===== src/rtl/key_filter_multi.sv =====
// key_filter_multi
//   N-channel push-button conditioner. Each channel synchronises its raw pad
//   input, debounces both press and release, and reports a stable level plus
//   one-cycle press, release, long-press and auto-repeat event pulses.
//
// Ports
//   clk           system clock
//   rst_n         asynchronous active-low reset
//   key_in        raw key pins (pressed = 0 when ACTIVE_LOW = 1, else 1)
//   key_level     debounced level, 1 = pressed
//   press_flag    1-cycle pulse on confirmed press
//   release_flag  1-cycle pulse on confirmed release
//   long_flag     1-cycle pulse once per press when the hold reaches the long time
//   repeat_flag   1-cycle periodic pulses after long_flag while still held
//
// Per-channel states
//   state        | meaning
//   ST_IDLE      | stable released
//   ST_PRESS_DEB | press seen, waiting for it to stay stable
//   ST_PRESSED   | stable pressed, hold / repeat timing runs
//   ST_REL_DEB   | release seen, waiting for it to stay stable
module key_filter_multi #(
  parameter int KEY_NUM      = 4,
  parameter int ACTIVE_LOW   = 1,
  parameter int CNT_DEB_MAX  = 999_999,
  parameter int CNT_LONG_MAX = 49_999_999,
  parameter int CNT_REP_MAX  = 9_999_999,
  parameter int REPEAT_EN    = 1,
  parameter int CNT_W        = 26
) (
  input  logic               clk,
  input  logic               rst_n,
  input  logic [KEY_NUM-1:0] key_in,
  output logic [KEY_NUM-1:0] key_level,
  output logic [KEY_NUM-1:0] press_flag,
  output logic [KEY_NUM-1:0] release_flag,
  output logic [KEY_NUM-1:0] long_flag,
  output logic [KEY_NUM-1:0] repeat_flag
);

  localparam logic [1:0] ST_IDLE      = 2'd0;
  localparam logic [1:0] ST_PRESS_DEB = 2'd1;
  localparam logic [1:0] ST_PRESSED   = 2'd2;
  localparam logic [1:0] ST_REL_DEB   = 2'd3;

  localparam logic PH_HOLD   = 1'b0;
  localparam logic PH_REPEAT = 1'b1;

  localparam logic [CNT_W-1:0] DEB_TC  = CNT_W'(CNT_DEB_MAX);
  localparam logic [CNT_W-1:0] LONG_TC = CNT_W'(CNT_LONG_MAX);
  localparam logic [CNT_W-1:0] REP_TC  = CNT_W'(CNT_REP_MAX);

  // Synchroniser flops idle at the released pad level so leaving reset never
  // looks like a press.
  localparam logic PAD_RELEASED = (ACTIVE_LOW != 0);
  localparam logic REP_ENABLE   = (REPEAT_EN != 0);

  for (genvar i = 0; i < KEY_NUM; i++) begin : g_ch
    logic             sync1, sync2;
    logic             s;
    logic [1:0]       state;
    logic             phase;
    logic [CNT_W-1:0] deb_cnt, hold_cnt, rep_cnt;
    logic             level_q, press_q, rel_q, long_q, rep_q;

    logic [CNT_W-1:0] hold_nxt, rep_nxt;
    logic             phase_nxt, long_evt, rep_evt;

    always_ff @(posedge clk or negedge rst_n) begin
      if (!rst_n) begin
        sync1 <= PAD_RELEASED;
        sync2 <= PAD_RELEASED;
      end else begin
        sync1 <= key_in[i];
        sync2 <= sync1;
      end
    end

    assign s = PAD_RELEASED ? ~sync2 : sync2;

    // One step of the hold/repeat timers. Used both while staying pressed and
    // on the edge that returns from a rejected release glitch, so the long
    // press slips by exactly the cycles spent in ST_REL_DEB.
    always_comb begin
      hold_nxt  = hold_cnt;
      rep_nxt   = rep_cnt;
      phase_nxt = phase;
      long_evt  = 1'b0;
      rep_evt   = 1'b0;
      if (phase == PH_HOLD) begin
        if (hold_cnt == LONG_TC) begin
          long_evt  = 1'b1;
          phase_nxt = PH_REPEAT;
          rep_nxt   = '0;
        end else begin
          hold_nxt = hold_cnt + 1'b1;
        end
      end else begin
        if (rep_cnt == REP_TC) begin
          rep_evt = REP_ENABLE;
          rep_nxt = '0;
        end else begin
          rep_nxt = rep_cnt + 1'b1;
        end
      end
    end

    always_ff @(posedge clk or negedge rst_n) begin
      if (!rst_n) begin
        state    <= ST_IDLE;
        phase    <= PH_HOLD;
        deb_cnt  <= '0;
        hold_cnt <= '0;
        rep_cnt  <= '0;
        level_q  <= 1'b0;
        press_q  <= 1'b0;
        rel_q    <= 1'b0;
        long_q   <= 1'b0;
        rep_q    <= 1'b0;
      end else begin
        press_q <= 1'b0;
        rel_q   <= 1'b0;
        long_q  <= 1'b0;
        rep_q   <= 1'b0;
        case (state)
          ST_IDLE: begin
            if (s) begin
              state   <= ST_PRESS_DEB;
              deb_cnt <= '0;
            end
          end
          ST_PRESS_DEB: begin
            if (!s) begin
              state   <= ST_IDLE;
              deb_cnt <= '0;
            end else if (deb_cnt == DEB_TC) begin
              state    <= ST_PRESSED;
              press_q  <= 1'b1;
              level_q  <= 1'b1;
              deb_cnt  <= '0;
              hold_cnt <= '0;
              rep_cnt  <= '0;
              phase    <= PH_HOLD;
            end else begin
              deb_cnt <= deb_cnt + 1'b1;
            end
          end
          ST_PRESSED: begin
            // Release detection wins: timers freeze on this edge.
            if (!s) begin
              state   <= ST_REL_DEB;
              deb_cnt <= '0;
            end else begin
              hold_cnt <= hold_nxt;
              rep_cnt  <= rep_nxt;
              phase    <= phase_nxt;
              long_q   <= long_evt;
              rep_q    <= rep_evt;
            end
          end
          default: begin // ST_REL_DEB
            if (s) begin
              state    <= ST_PRESSED;
              hold_cnt <= hold_nxt;
              rep_cnt  <= rep_nxt;
              phase    <= phase_nxt;
              long_q   <= long_evt;
              rep_q    <= rep_evt;
            end else if (deb_cnt == DEB_TC) begin
              state    <= ST_IDLE;
              rel_q    <= 1'b1;
              level_q  <= 1'b0;
              deb_cnt  <= '0;
              hold_cnt <= '0;
              rep_cnt  <= '0;
              phase    <= PH_HOLD;
            end else begin
              deb_cnt <= deb_cnt + 1'b1;
            end
          end
        endcase
      end
    end

    assign key_level[i]    = level_q;
    assign press_flag[i]   = press_q;
    assign release_flag[i] = rel_q;
    assign long_flag[i]    = long_q;
    assign repeat_flag[i]  = rep_q;
  end

endmodule


===== config.mk =====
export PLATFORM = sky130hd
export DESIGN_NAME = key_filter_multi
export DESIGN_NICKNAME = d
export VERILOG_FILES = /design/src/rtl/key_filter_multi.sv
export SDC_FILE = /design/constraint.sdc
export NUM_CORES = 1
export LEC_CHECK = 0
export CAP_MARGIN = 20
export CORE_MARGIN = 2
export CORE_UTILIZATION = 30
export DETAILED_ROUTE_END_ITERATION = 10
export PLACE_DENSITY = 0.48
export SYNTH_ARGS = -nofsm -noshare
export SYNTH_HDL_FRONTEND = slang
export SYNTH_SLANG_ARGS = --single-unit

===== constraint.sdc =====
create_clock -name clk -period 2.35 [get_ports clk]
set_input_delay 0.47 -clock clk [delete_from_list [all_inputs] [get_ports clk]]
set_output_delay 0.47 -clock clk [all_outputs]
set_load 0.01 [all_outputs]

# == After elaboration in Yosys (flattened, before gate mapping) ==
# Cells that the tools add are included.
# totals
ff_bits,352
in_bits,6
# classes
n_addsub,12
n_eq_ne,44
mux,208
bitwise,8
n_reduce_logical,40
# ops
cell,n
$mux 26,72
$pmux 26 s3,12
$add 26x1->26 const B,12
$eq 26x20->1 const B,4
$eq 26x24->1 const B,4
$eq 26x26->1 const B,4
$mux 1,88
$mux 2,24
$ne 2x2->1 const B,16
$reduce_and 4->1,8
$pmux 2 s3,4
$reduce_and 3->1,8
$ne 4x1->1 const B,4
$reduce_or 2->1,8
$ne 3x3->1 const B,4
$pmux 1 s3,4
$reduce_bool 3->1,4
$reduce_or 3->1,4
$eq 2x1->1 const B,4
$eq 2x2->1 const B,4
$logic_not 2->1,4
$not 1->1,8
$pmux 1 s2,4
$reduce_bool 2->1,4

# == Longest topological paths before layout ==
# Gate-level depths: netlist of the first run.
# logic_depth
depth_word,5
depth_mapped,10

# == Worst setup path after synthesis of the first run ==
# No wires, ideal clock.
# synth_path
path_type,flip-flop to flip-flop
from,reg g_ch[3].state[0]
to,reg g_ch[3].rep_cnt[10]
arrival_ns,2.446
required_time_ns,2.268
path_slack_ns,-0.178
stages_incl_launch_ff,10
path_buffers,2
period_less_slack_ns,2.528
path_cell_list,dfrtp_1 inv_1 ha_1 nor2b_1 or3_1 clkbuf_1 nor3_1 clkbuf_1 o21ai_0 a31oi_1
# synth_between
elab_chain_cells,3
elab_cells_between_ends,8
# synth_rtl
item,line,rtl
start: declaration,61,logic [1:0] state;
start signal: assignment,110,state <= ST_IDLE;
start signal: assignment,128,state <= ST_PRESS_DEB;
start signal: assignment,134,state <= ST_IDLE;
$eq 2x1->1 (tied with other cells),125,case (state)
$ne 2x2->1 (no line) / $not 1->1 (equally long branches),--,
$reduce_and 3->1 (no line),--,
end signal: assignment,155,rep_cnt <= rep_nxt;
end signal: assignment,165,rep_cnt <= rep_nxt;
end: declaration,63,"logic [CNT_W-1:0] deb_cnt, hold_cnt, rep_cnt;"
# Several ways; a longest one is shown, not always the timed one.
# A chain may end at the register's enable or synchronous reset.

# == Final worst setup path of the first run ==
# layout_path
from,reg g_ch[2].deb_cnt[12]
to,reg g_ch[2].deb_cnt[19]
# layout_between
elab_chain_cells,4
elab_cells_between_ends,6
# layout_rtl
item,line,rtl
start: declaration,63,
start signal: assignment,145,deb_cnt <= deb_cnt + 1'b1;
start signal: assignment,178,deb_cnt <= deb_cnt + 1'b1;
$add 26x1->26 / $eq 26x20->1 (equally long branches),--,
$mux 26 *,"136, 169",
"$mux 26, on equally long branches","162, 133",
$pmux 26 s3 *,125,
# Mark *: on every way between the ends. The rest lies on a longest branch, timed or not. The select of a mux whose other input is x is not followed.

==> impl_summary.log, run 1 <==
INFO  metric holdCritPathClass = input pin to flip-flop
INFO  metric finalCritPeriodShare = 105%
INFO  metric floorplan.die_area = 0.0682 mm2
INFO  metric timing.reg2reg.worst_path_depth = 8
INFO  metric viasPerCell = 5.34
INFO  metric die-height = 261 um
INFO  metric clkSlewWorstSetupHoldPaths = 0.06 ns
INFO  metric rows = 94
INFO  metric criticalPathCategory = flip-flop to flip-flop
INFO  metric leakagePower = 0.0102 uW
INFO  metric yosys_warnings = 0
INFO  metric grt_pass1_wl = 90000 um
INFO  metric timing.hold.worst.start = key_in[0]
INFO  metric cts_root_buf = sky130_fd_sc_hd__clkbuf_16
INFO  metric first_pass_iters = 5
INFO  metric maximum_number_of_pins_on_one_net_before_global_route_repair = 64
INFO  metric cts_max_path_buffers = 3
INFO  metric floorplan.initialDensity = 30.2%
INFO  metric crit_start = g_ch[2].deb_cnt[12]
INFO  metric htreeDepth = 2
INFO  metric timing.clock.skew = 0.0210 ns
INFO  metric first_iter_violations = 1146
INFO  metric peakVddDrop = 0.000503 V
INFO  metric initial_antenna_violation_count = 0
INFO  metric cts_tree = done
INFO  metric finish.utilization = 38.1%
INFO  metric critical_path_required = 2.82 ns
INFO  metric synth_edf_count = 0
INFO  metric fin_area = 0.0250 mm2
INFO  metric synth_area_per_cell = 8.56 um2
INFO  metric die_w = 261 um
INFO  metric power.density_cell_area = 915 mW/mm2
INFO  metric path_max_fanout = 8
INFO  metric design_power_total = 22900 uW
INFO  metric remaining_design_rule_violation_count = 0
INFO  metric route.detailed.wl_per_inst = 15.9 um
INFO  metric synth-async-reset-ratio = 100%
INFO  metric grt_overflow_total = 0
INFO  metric dp_slack = -0.0443 ns
INFO  metric finalWorstPathRequiredPeriod = 2.46 ns
INFO  metric ratio_of_cells_with_drive_above_1_in_the_final_layout = 18.8%
INFO  metric most-common-layout-cells = sky130_fd_sc_hd__dfrtp_1, sky130_fd_sc_hd__nor2_1, sky130_fd_sc_hd__buf_4
INFO  metric numPortBuffers = 25
INFO  metric hold_violation_total_from_the_final_report = 0
INFO  metric synthesized_netlist_net_count = 2355
INFO  metric dpl-instance-area = 0.0225 mm2
INFO  metric synth.ff_latch_count = 352
INFO  metric finalWorstSetupSlack = -0.111 ns
INFO  metric clock_insertion_delay_worst_skew = 0.58 ns
INFO  metric place.detailed.instances = 3302
INFO  metric postSynth.topFlopCell = sky130_fd_sc_hd__dfrtp_1
INFO  metric num_io_pins = 26
INFO  metric reg2reg_to = g_ch[2].deb_cnt[19]
INFO  metric rsz0062_at_grt = yes
INFO  metric most_common_library_cell_in_the_layout_ignoring_fill_and_taps = sky130_fd_sc_hd__dfrtp_1
INFO  metric sort_of_element_at_the_start_of_the_critical_path = flip-flop
INFO  metric number_of_maximum_capacitance_violations = 0
INFO  metric antenna-diode-count = 0
INFO  metric post_layout_nonfiller_instances = 3408
INFO  metric cts_num_sinks = 352
INFO  metric coreArea = 0.0656 mm2
INFO  metric place.detailed.hpwl = 35900 um
INFO  metric timing.fmax = 0.406 GHz
INFO  metric globalplace.congestion = 0.842
INFO  metric gr-usage-all-layers = 15.7%
INFO  metric relSlewSlack = 53.2%
INFO  metric final_antenna_net_count = 0
INFO  metric post_synth_num_cell_types = 79
INFO  metric synth_area = 0.0198 mm2
INFO  metric worstPathArrival = 2.93 ns
INFO  metric grt_pass1_vias = 17740
INFO  metric gate_count_after_technology_mapping = 2317
INFO  metric synth-seq-area-share = 44.5%
INFO  metric post_synthesis_to_final_layout_area_growth = 26.2%
INFO  metric violations_in_the_final_reports = setup timing
INFO  metric vias = 18187
INFO  metric final_net_count = 2548
INFO  metric report.final.slew_viol_count = 0
INFO  metric wirelength = 54300 um
INFO  metric worst_slew_pin_slew = 0.703 ns
INFO  metric cp-end-kind = flip-flop
INFO  metric regToRegStartpoint = g_ch[2].deb_cnt[12]
INFO  metric holdPathEnd = g_ch[0].sync1
INFO  metric hold_depth = 1
INFO  metric setup-violations-final = 61
INFO  metric outcome = finished with violations
INFO  metric rrSetupSlack = -0.11 ns
INFO  metric cts_made_buffers = 45
-- flip-flops by register name, indices dropped and copies added (netlist names), named ones only --
signal         flops
g_ch.phase         4
g_ch.rep_q         4
g_ch.long_q        4
g_ch.sync2         4
g_ch.state         4
g_ch.hold_cnt    104
g_ch.rep_cnt     104
g_ch.press_q       4
g_ch.level_q       4
g_ch.rel_q         4
g_ch.sync1         4
g_ch.deb_cnt     104
-- routing by layer --
| metal | track usage [%] | up-vias | wire length [um] |
|---|---|---|---|
| met1 | 21.5 | 8839 | 26100 |
| met4 | 4.15 | 0 | 1110 |
| met5 | 0 | - | 0 |
| li1 | - | 8959 | - |
| met3 | 2.68 | 81 | 2090 |
| met2 | 25.5 | 308 | 25000 |
-- cells in the mapped netlist (all sizes together), types with 14 or more instances --
| library cell | instances | area (um2) |
|---|---|---|
| dfrtp | 344 | 8610 |
| nor2 | 261 | 995 |
| o21ai | 252 | 1260 |
| nand2 | 193 | 724 |
| a21oi | 160 | 801 |
| nand3 | 124 | 621 |
| nand4 | 95 | 594 |
| clkbuf | 92 | 347 |
| a31oi | 91 | 569 |
| nor3 | 68 | 340 |
| and3 | 67 | 420 |
| inv | 51 | 191 |
| nor4 | 48 | 328 |
| buf | 34 | 224 |
| xor2 | 33 | 289 |
| ha | 32 | 400 |
| xnor2 | 30 | 263 |
| o31ai | 25 | 201 |
| or3 | 24 | 150 |
| and2 | 22 | 138 |
| nor2b | 22 | 138 |
| and4 | 20 | 175 |
| o21a | 20 | 150 |
| nor4b | 18 | 158 |
| a21o | 15 | 113 |
| a41oi | 14 | 123 |
-- layout make-up --
type,instances,area [um2]
Fill cell,6563,40600
Multi-Input combinational cell,1790,11000
Sequential cell,352,8820
Timing Repair Buffer,270,2400
Clock buffer,61,1270
Tap cell,864,1080
Clock inverter,20,293
Inverter,51,191
-- critical path, stage by stage, from the launching register on --
cell,delay [ns]
sky130_fd_sc_hd__dfrtp_1,0.39
sky130_fd_sc_hd__or4_4,0.54
sky130_fd_sc_hd__or4_4,0.52
sky130_fd_sc_hd__nor2_4,0.24
sky130_fd_sc_hd__buf_6,0.16
sky130_fd_sc_hd__nor2_4,0.04
sky130_fd_sc_hd__nor2_4,0.20
sky130_fd_sc_hd__clkbuf_16,0.23
sky130_fd_sc_hd__nor2_4,0.04
-- logic make-up after synthesis --
family          Yosys count  share of synthesized area (%)
simple gates           1025                           26.6
fa+ha+maj                32                           2.02
buf+inv                 177                           3.84
compound gates          661                           19.9
mux                       7                          0.378
flops                   352                           44.5
xor+xnor                 63                           2.78
-- repair_timing --
item                                    CTS  global route
hold buffers                              1             0
resized for setup                        19           200
endpoints found under the setup margin   39           231
pin swaps                                 3            78
hold endpoints to repair                 29             0
setup buffers                             2            12
cloned                                    3             7
-- where the power goes --
part           internal (uW)  total [uW]  leakage [uW]  switching, uW
combinational           3540        9030       0.00461           5490
clock                   4540        7330      0.000770           2790
sequential              6320        6550       0.00486            231
total                  14400       22900        0.0102           8510
-- per-stage QoR --
step,hold WS [ns],TNS (ns)
detailed placement,0.349,-0.237
finish,0.291,-2.52
CTS,0.254,-0.285
global route,0.268,-10.12
floorplan,0.174,-0.0245
global placement,0.346,-0.00786
-- worst max-delay path by stage --
| stage | endpoint | slack [ns] |
|---|---|---|
| after floorplan | g_ch[2].hold_cnt[20] | -0.01 |
| after global placement | g_ch[3].rep_cnt[10] | -0.005 |
| after detailed placement | g_ch[3].hold_cnt[22] | -0.04 |
| after CTS | g_ch[3].hold_cnt[22] | -0.06 |
| after global routing | g_ch[2].deb_cnt[18] | -0.20 |
| final | g_ch[2].deb_cnt[19] | -0.11 |
Note: power is estimated with default switching activity, not from simulation.
==> run 2, diff against run 1 <==
--- a/config.mk
+++ b/config.mk
@@ -9,7 +9,7 @@
 export CORE_MARGIN = 2
 export CORE_UTILIZATION = 30
 export DETAILED_ROUTE_END_ITERATION = 10
-export PLACE_DENSITY = 0.48
+export PLACE_DENSITY = 0.46
 export SYNTH_ARGS = -nofsm -noshare
 export SYNTH_HDL_FRONTEND = slang
 export SYNTH_SLANG_ARGS = --single-unit
==> constraint.sdc (replaced) <==
create_clock -name clk -period 2.5 [get_ports clk]
set_input_delay 0.5 -clock clk [delete_from_list [all_inputs] [get_ports clk]]
set_output_delay 0.5 -clock clk [all_outputs]
set_load 0.01 [all_outputs]
==> impl_summary.log, run 2 (synthesis results as in run 1) <==
INFO  metric grt_overflow_total = 0
INFO  metric vias = 17798
INFO  metric route.detailed.wl_per_inst = 15.8 um
INFO  metric path_max_fanout = 6
INFO  metric ratio_of_cells_with_drive_above_1_in_the_final_layout = 12.3%
INFO  metric power.density_cell_area = 839 mW/mm2
INFO  metric cts_max_path_buffers = 3
INFO  metric post_synthesis_to_final_layout_area_growth = 19.0%
INFO  metric globalplace.congestion = 0.822
INFO  metric wirelength = 52500 um
INFO  metric sort_of_element_at_the_start_of_the_critical_path = flip-flop
INFO  metric place.detailed.hpwl = 35500 um
INFO  metric numPortBuffers = 25
INFO  metric maximum_number_of_pins_on_one_net_before_global_route_repair = 59
INFO  metric worst_slew_pin_slew = 0.703 ns
INFO  metric htreeDepth = 2
INFO  metric num_io_pins = 26
INFO  metric leakagePower = 0.00967 uW
INFO  metric worstPathArrival = 2.84 ns
INFO  metric floorplan.die_area = 0.0682 mm2
INFO  metric viasPerCell = 5.35
INFO  metric die-height = 261 um
INFO  metric timing.reg2reg.worst_path_depth = 6
INFO  metric rows = 94
INFO  metric critical_path_required = 2.95 ns
INFO  metric report.final.slew_viol_count = 0
INFO  metric floorplan.initialDensity = 30.2%
INFO  metric dpl-instance-area = 0.0219 mm2
INFO  metric peakVddDrop = 0.000619 V
INFO  metric regToRegStartpoint = g_ch[3].hold_cnt[7]
INFO  metric first_pass_iters = 6
INFO  metric clkSlewWorstSetupHoldPaths = 0.05 ns
INFO  metric die_w = 261 um
INFO  metric grt_pass1_wl = 89700 um
INFO  metric clock_insertion_delay_worst_skew = 0.58 ns
INFO  metric most-common-layout-cells = sky130_fd_sc_hd__dfrtp_1, sky130_fd_sc_hd__nor2_1, sky130_fd_sc_hd__o21ai_0
INFO  metric final_antenna_net_count = 0
INFO  metric top_regs = g_ch.deb_cnt (104), g_ch.hold_cnt (104), g_ch.rep_cnt (104)
INFO  metric criticalPathCategory = flip-flop to flip-flop
INFO  metric cts_num_sinks = 352
INFO  metric rrSetupSlack = 0.11 ns
INFO  metric rsz0062_at_grt = yes
INFO  metric timing.clock.skew = 0.0204 ns
INFO  metric cp-end-kind = flip-flop
INFO  metric antenna-diode-count = 0
INFO  metric finalWorstPathRequiredPeriod = 2.39 ns
INFO  metric most_common_library_cell_in_the_layout_ignoring_fill_and_taps = sky130_fd_sc_hd__dfrtp_1
INFO  metric setup-tns-final = 0 ns
INFO  metric design_power_total = 19800 uW
INFO  metric coreArea = 0.0656 mm2
INFO  metric outcome = finished, final reports clean
INFO  metric hold_violation_total_from_the_final_report = 0
INFO  metric remaining_design_rule_violation_count = 0
INFO  metric finalCritPeriodShare = 95.6%
INFO  metric setup-violations-final = 0
INFO  metric reg2reg_to = g_ch[3].hold_cnt[22]
INFO  metric fin_area = 0.0236 mm2
INFO  metric first_iter_violations = 1083
INFO  metric finish.utilization = 36.0%
INFO  metric gr-usage-all-layers = 15.6%
INFO  metric timing.fmax = 0.418 GHz
INFO  metric place.detailed.instances = 3238
INFO  metric grt_pass1_vias = 17294
INFO  metric crit_path_end = g_ch[3].hold_cnt[22]
INFO  metric initial_antenna_violation_count = 0
INFO  metric cts_root_buf = sky130_fd_sc_hd__clkbuf_16
INFO  metric cts_made_buffers = 46
INFO  metric relSlewSlack = 52.7%
INFO  metric number_of_maximum_capacitance_violations = 0
INFO  metric holdCritPathClass = input pin to flip-flop
INFO  metric cts_tree = done
INFO  metric final_net_count = 2464
INFO  metric crit_start = g_ch[3].hold_cnt[7]
INFO  metric hold_depth = 1
INFO  metric post_layout_nonfiller_instances = 3326
-- run 2: changes by cell type in the layout (fill, tap and decap cells not counted), sizes merged --
cell	delta
buf	-78
bufinv	-3
clkbuf	+4
clkdlybuf4s15	-1
clkinv	-1
clkinvlp	-1
o221ai	-2
-- run 2: where the power goes --
group | switching (uW) | total, uW | internal [uW]
combinational | 4370 | 6800 | 2430
clock | 2630 | 6810 | 4170
sequential | 241 | 6180 | 5940
total | 7250 | 19800 | 12500
-- run 2: worst max-delay path: stages (launching register included) --
cell and delay [ns]:
sky130_fd_sc_hd__dfrtp_1 0.37, sky130_fd_sc_hd__or4b_1 0.51, sky130_fd_sc_hd__or4_4 0.46, sky130_fd_sc_hd__o31ai_4 0.35, sky130_fd_sc_hd__nor4_2 0.15, sky130_fd_sc_hd__and3_1 0.19
sky130_fd_sc_hd__a211o_1 0.25
-- run 2: worst min-delay path by stage --
stage / startpoint / end
finish: key_in[1] / g_ch[1].sync1
CTS: key_in[1] / g_ch[1].sync1
global route: key_in[1] / g_ch[1].sync1
global placement: g_ch[1].sync1 / g_ch[1].sync2
detailed placement: g_ch[2].sync1 / g_ch[2].sync2
floorplan: rst_n / asynchronous set/reset pin
-- run 2: what timing repair did --
action                                  4_1_cts  5_1_grt
endpoints found under the setup margin        3      105
pin swaps                                     0        1
endpoints found under the hold margin        44        0
gates resized for setup                       1       21
hold buffers                                  1        0
setup buffers                                 0        3
-- run 2: area by class of cell --
type / count / area (um2)
clock buffer: 69 / 1370
clock inverter: 15 / 179
multi-input combinational: 1788 / 10400
sequential: 352 / 8820
fill: 6741 / 42000
timing repair buffer: 187 / 1610
inverter: 51 / 191
tap: 864 / 1080
-- run 2: per-stage QoR --
stage | setup slack [ns] | hold WS (ns)
6_report | 0.109 | 0.325
2_1_floorplan | 0.103 | 0.204
3_3_place_gp | 0.00532 | 0.347
3_5_place_dp | 0.00837 | 0.347
5_1_grt | -0.0276 | 0.315
4_1_cts | -0.000291 | 0.278
-- run 2: metal layers --
metal  vias to the layer above  wire [um]  global-route usage (%)
met2                       248      23800                    24.9
li1                       8784          -                       -
met1                      8702      26000                    22.0
met5                         -          0                       0
met4                         0       1020                    4.34
met3                        64       1710                    2.15
==> run 3, diff against run 2 <==
--- a/config.mk
+++ b/config.mk
@@ -10,6 +10,7 @@
 export CORE_UTILIZATION = 30
 export DETAILED_ROUTE_END_ITERATION = 10
 export PLACE_DENSITY = 0.46
+export SKIP_CTS_REPAIR_TIMING = 1
 export SYNTH_ARGS = -nofsm -noshare
 export SYNTH_HDL_FRONTEND = slang
 export SYNTH_SLANG_ARGS = --single-unit
==> impl_summary.log, run 3 (synthesis results as in run 1) <==
INFO  metric numPortBuffers = 25
INFO  metric relSlewSlack = 53.4%
INFO  metric p_comb_share = 34.4%
INFO  metric viasPerCell = 5.35
INFO  metric timing.clock.skew = 0.0212 ns
INFO  metric gr-usage-all-layers = 15.6%
INFO  metric timing.reg2reg.worst_path_depth = 6
INFO  metric finish.utilization = 35.9%
INFO  metric grt_pass1_wl = 89700 um
INFO  metric leakagePower = 0.00967 uW
INFO  metric hold_depth = 1
INFO  metric route.detailed.wl_per_inst = 15.8 um
INFO  metric hold_violation_total_from_the_final_report = 0
INFO  metric dp_slack = 0.00837 ns
INFO  metric worst_slew_pin_slew = 0.692 ns
INFO  metric floorplan.die_area = 0.0682 mm2
INFO  metric remaining_design_rule_violation_count = 0
INFO  metric report.final.slew_viol_count = 0
INFO  metric cts_made_buffers = 46
INFO  metric power.share.switching = 36.6%
INFO  metric setup-tns-final = 0 ns
INFO  metric rsz0062_at_grt = yes
INFO  metric antenna-diode-count = 0
INFO  metric finalWorstSetupSlack = 0.109 ns
INFO  metric sort_of_element_at_the_start_of_the_critical_path = flip-flop
INFO  metric cp-end-kind = flip-flop
INFO  metric finalCritPeriodShare = 95.6%
INFO  metric globalplace.congestion = 0.822
INFO  metric wirelength = 52500 um
INFO  metric finalWorstPathRequiredPeriod = 2.39 ns
INFO  metric vias = 17790
INFO  metric peakVddDrop = 0.000620 V
INFO  metric ratio_of_cells_with_drive_above_1_in_the_final_layout = 12.2%
INFO  metric num_io_pins = 26
INFO  metric share_seq_of_total_power = 31.2%
INFO  metric first_iter_violations = 1060
INFO  metric path_max_fanout = 6
INFO  metric grt_overflow_total = 0
INFO  metric cts_num_sinks = 352
INFO  metric final_antenna_net_count = 0
INFO  metric cts_max_path_buffers = 3
INFO  metric most_common_library_cell_in_the_layout_ignoring_fill_and_taps = sky130_fd_sc_hd__dfrtp_1
INFO  metric number_of_maximum_capacitance_violations = 0
INFO  metric clock_insertion_delay_worst_skew = 0.58 ns
INFO  metric floorplan.initialDensity = 30.2%
INFO  metric rows = 94
INFO  metric die_w = 261 um
INFO  metric setup-violations-final = 0
INFO  metric cts_tree = done
INFO  metric grt_pass1_vias = 17294
INFO  metric initial_antenna_violation_count = 0
INFO  metric die-height = 261 um
INFO  metric critical_path_required = 2.95 ns
INFO  metric maximum_number_of_pins_on_one_net_before_global_route_repair = 59
INFO  metric switchingPower = 7250 uW
INFO  metric holdCritPathClass = input pin to flip-flop
INFO  metric most-common-layout-cells = sky130_fd_sc_hd__dfrtp_1, sky130_fd_sc_hd__nor2_1, sky130_fd_sc_hd__o21ai_0
INFO  metric criticalPathCategory = flip-flop to flip-flop
INFO  metric clockPowerShare = 34.4%
INFO  metric first_pass_iters = 5
INFO  metric outcome = finished, final reports clean
INFO  metric final_net_count = 2463
INFO  metric worstPathArrival = 2.84 ns
INFO  metric cts_root_buf = sky130_fd_sc_hd__clkbuf_16
INFO  metric power.density_cell_area = 839 mW/mm2
INFO  metric htreeDepth = 2
INFO  metric coreArea = 0.0656 mm2
INFO  metric post_synthesis_to_final_layout_area_growth = 18.9%
INFO  metric clkSlewWorstSetupHoldPaths = 0.06 ns
INFO  metric timing.fmax = 0.418 GHz
INFO  metric place.detailed.hpwl = 35500 um
INFO  metric top_regs = g_ch.deb_cnt (104), g_ch.hold_cnt (104), g_ch.rep_cnt (104)
INFO  metric intPower = 12500 uW
-- run 3: cell types whose count changed in the layout (fill, tap and decap cells not counted), sizes merged --
cell / previous run / this run
buf: 162 / 161
-- run 3: path summary, 6_finish.rpt --
check                                    start              endpoint  slack, ns
setup reg to reg           g_ch[3].hold_cnt[7]  g_ch[3].hold_cnt[22]       0.11
min in group asynchronous                rst_n   g_ch[1].rep_cnt[19]       0.44
hold / removal                       key_in[1]         g_ch[1].sync1       0.32
setup / recovery           g_ch[3].hold_cnt[7]  g_ch[3].hold_cnt[22]       0.11
max in group asynchronous                rst_n  g_ch[3].hold_cnt[14]       1.22
hold reg to reg                  g_ch[2].sync1         g_ch[2].sync2       0.35
-- run 3: power groups by stage --
stage	sequential [uW]	clock, uW	combinational, uW
2_1_floorplan	6240	0	4110
3_3_place_gp	6260	0	6730
3_5_place_dp	6270	0	6770
4_1_cts	6180	7090	6790
5_1_grt	6220	7280	7620
6_report	6180	6810	6810
-- run 3: layout make-up --
class | instances | area, um2
fill | 6739 | 42000
multi-input combinational | 1788 | 10400
sequential | 352 | 8820
timing repair buffer | 186 | 1600
clock buffer | 69 | 1370
tap | 864 | 1080
inverter | 51 | 191
clock inverter | 15 | 179
-- run 3: critical path, stage by stage, from the launching register on --
cell                      delay, ns
sky130_fd_sc_hd__dfrtp_1       0.37
sky130_fd_sc_hd__or4b_1        0.51
sky130_fd_sc_hd__or4_4         0.46
sky130_fd_sc_hd__o31ai_4       0.35
sky130_fd_sc_hd__nor4_2        0.15
sky130_fd_sc_hd__and3_1        0.19
sky130_fd_sc_hd__a211o_1       0.25
-- run 3: per-layer routing --
metal  track usage (%)  part of all wire [%]
met5                 0                     0
met2              24.9                    45
met4              4.34                   1.9
met3              2.15                   3.4
met1              22.0                    49
-- run 3: through the flow --
step / power, uW / hold slack (ns) / std cells / cell area [um2]
finish: 19800 / 0.324 / 3325 / 23600
global route: 21100 / 0.315 / 3325 / 23600
CTS: 20000 / -0.169 / 3322 / 23500
floorplan: 10300 / 0.204 / 2317 / 19800
global placement: 13000 / 0.347 / 3238 / 21900
detailed placement: 13000 / 0.347 / 3238 / 21900
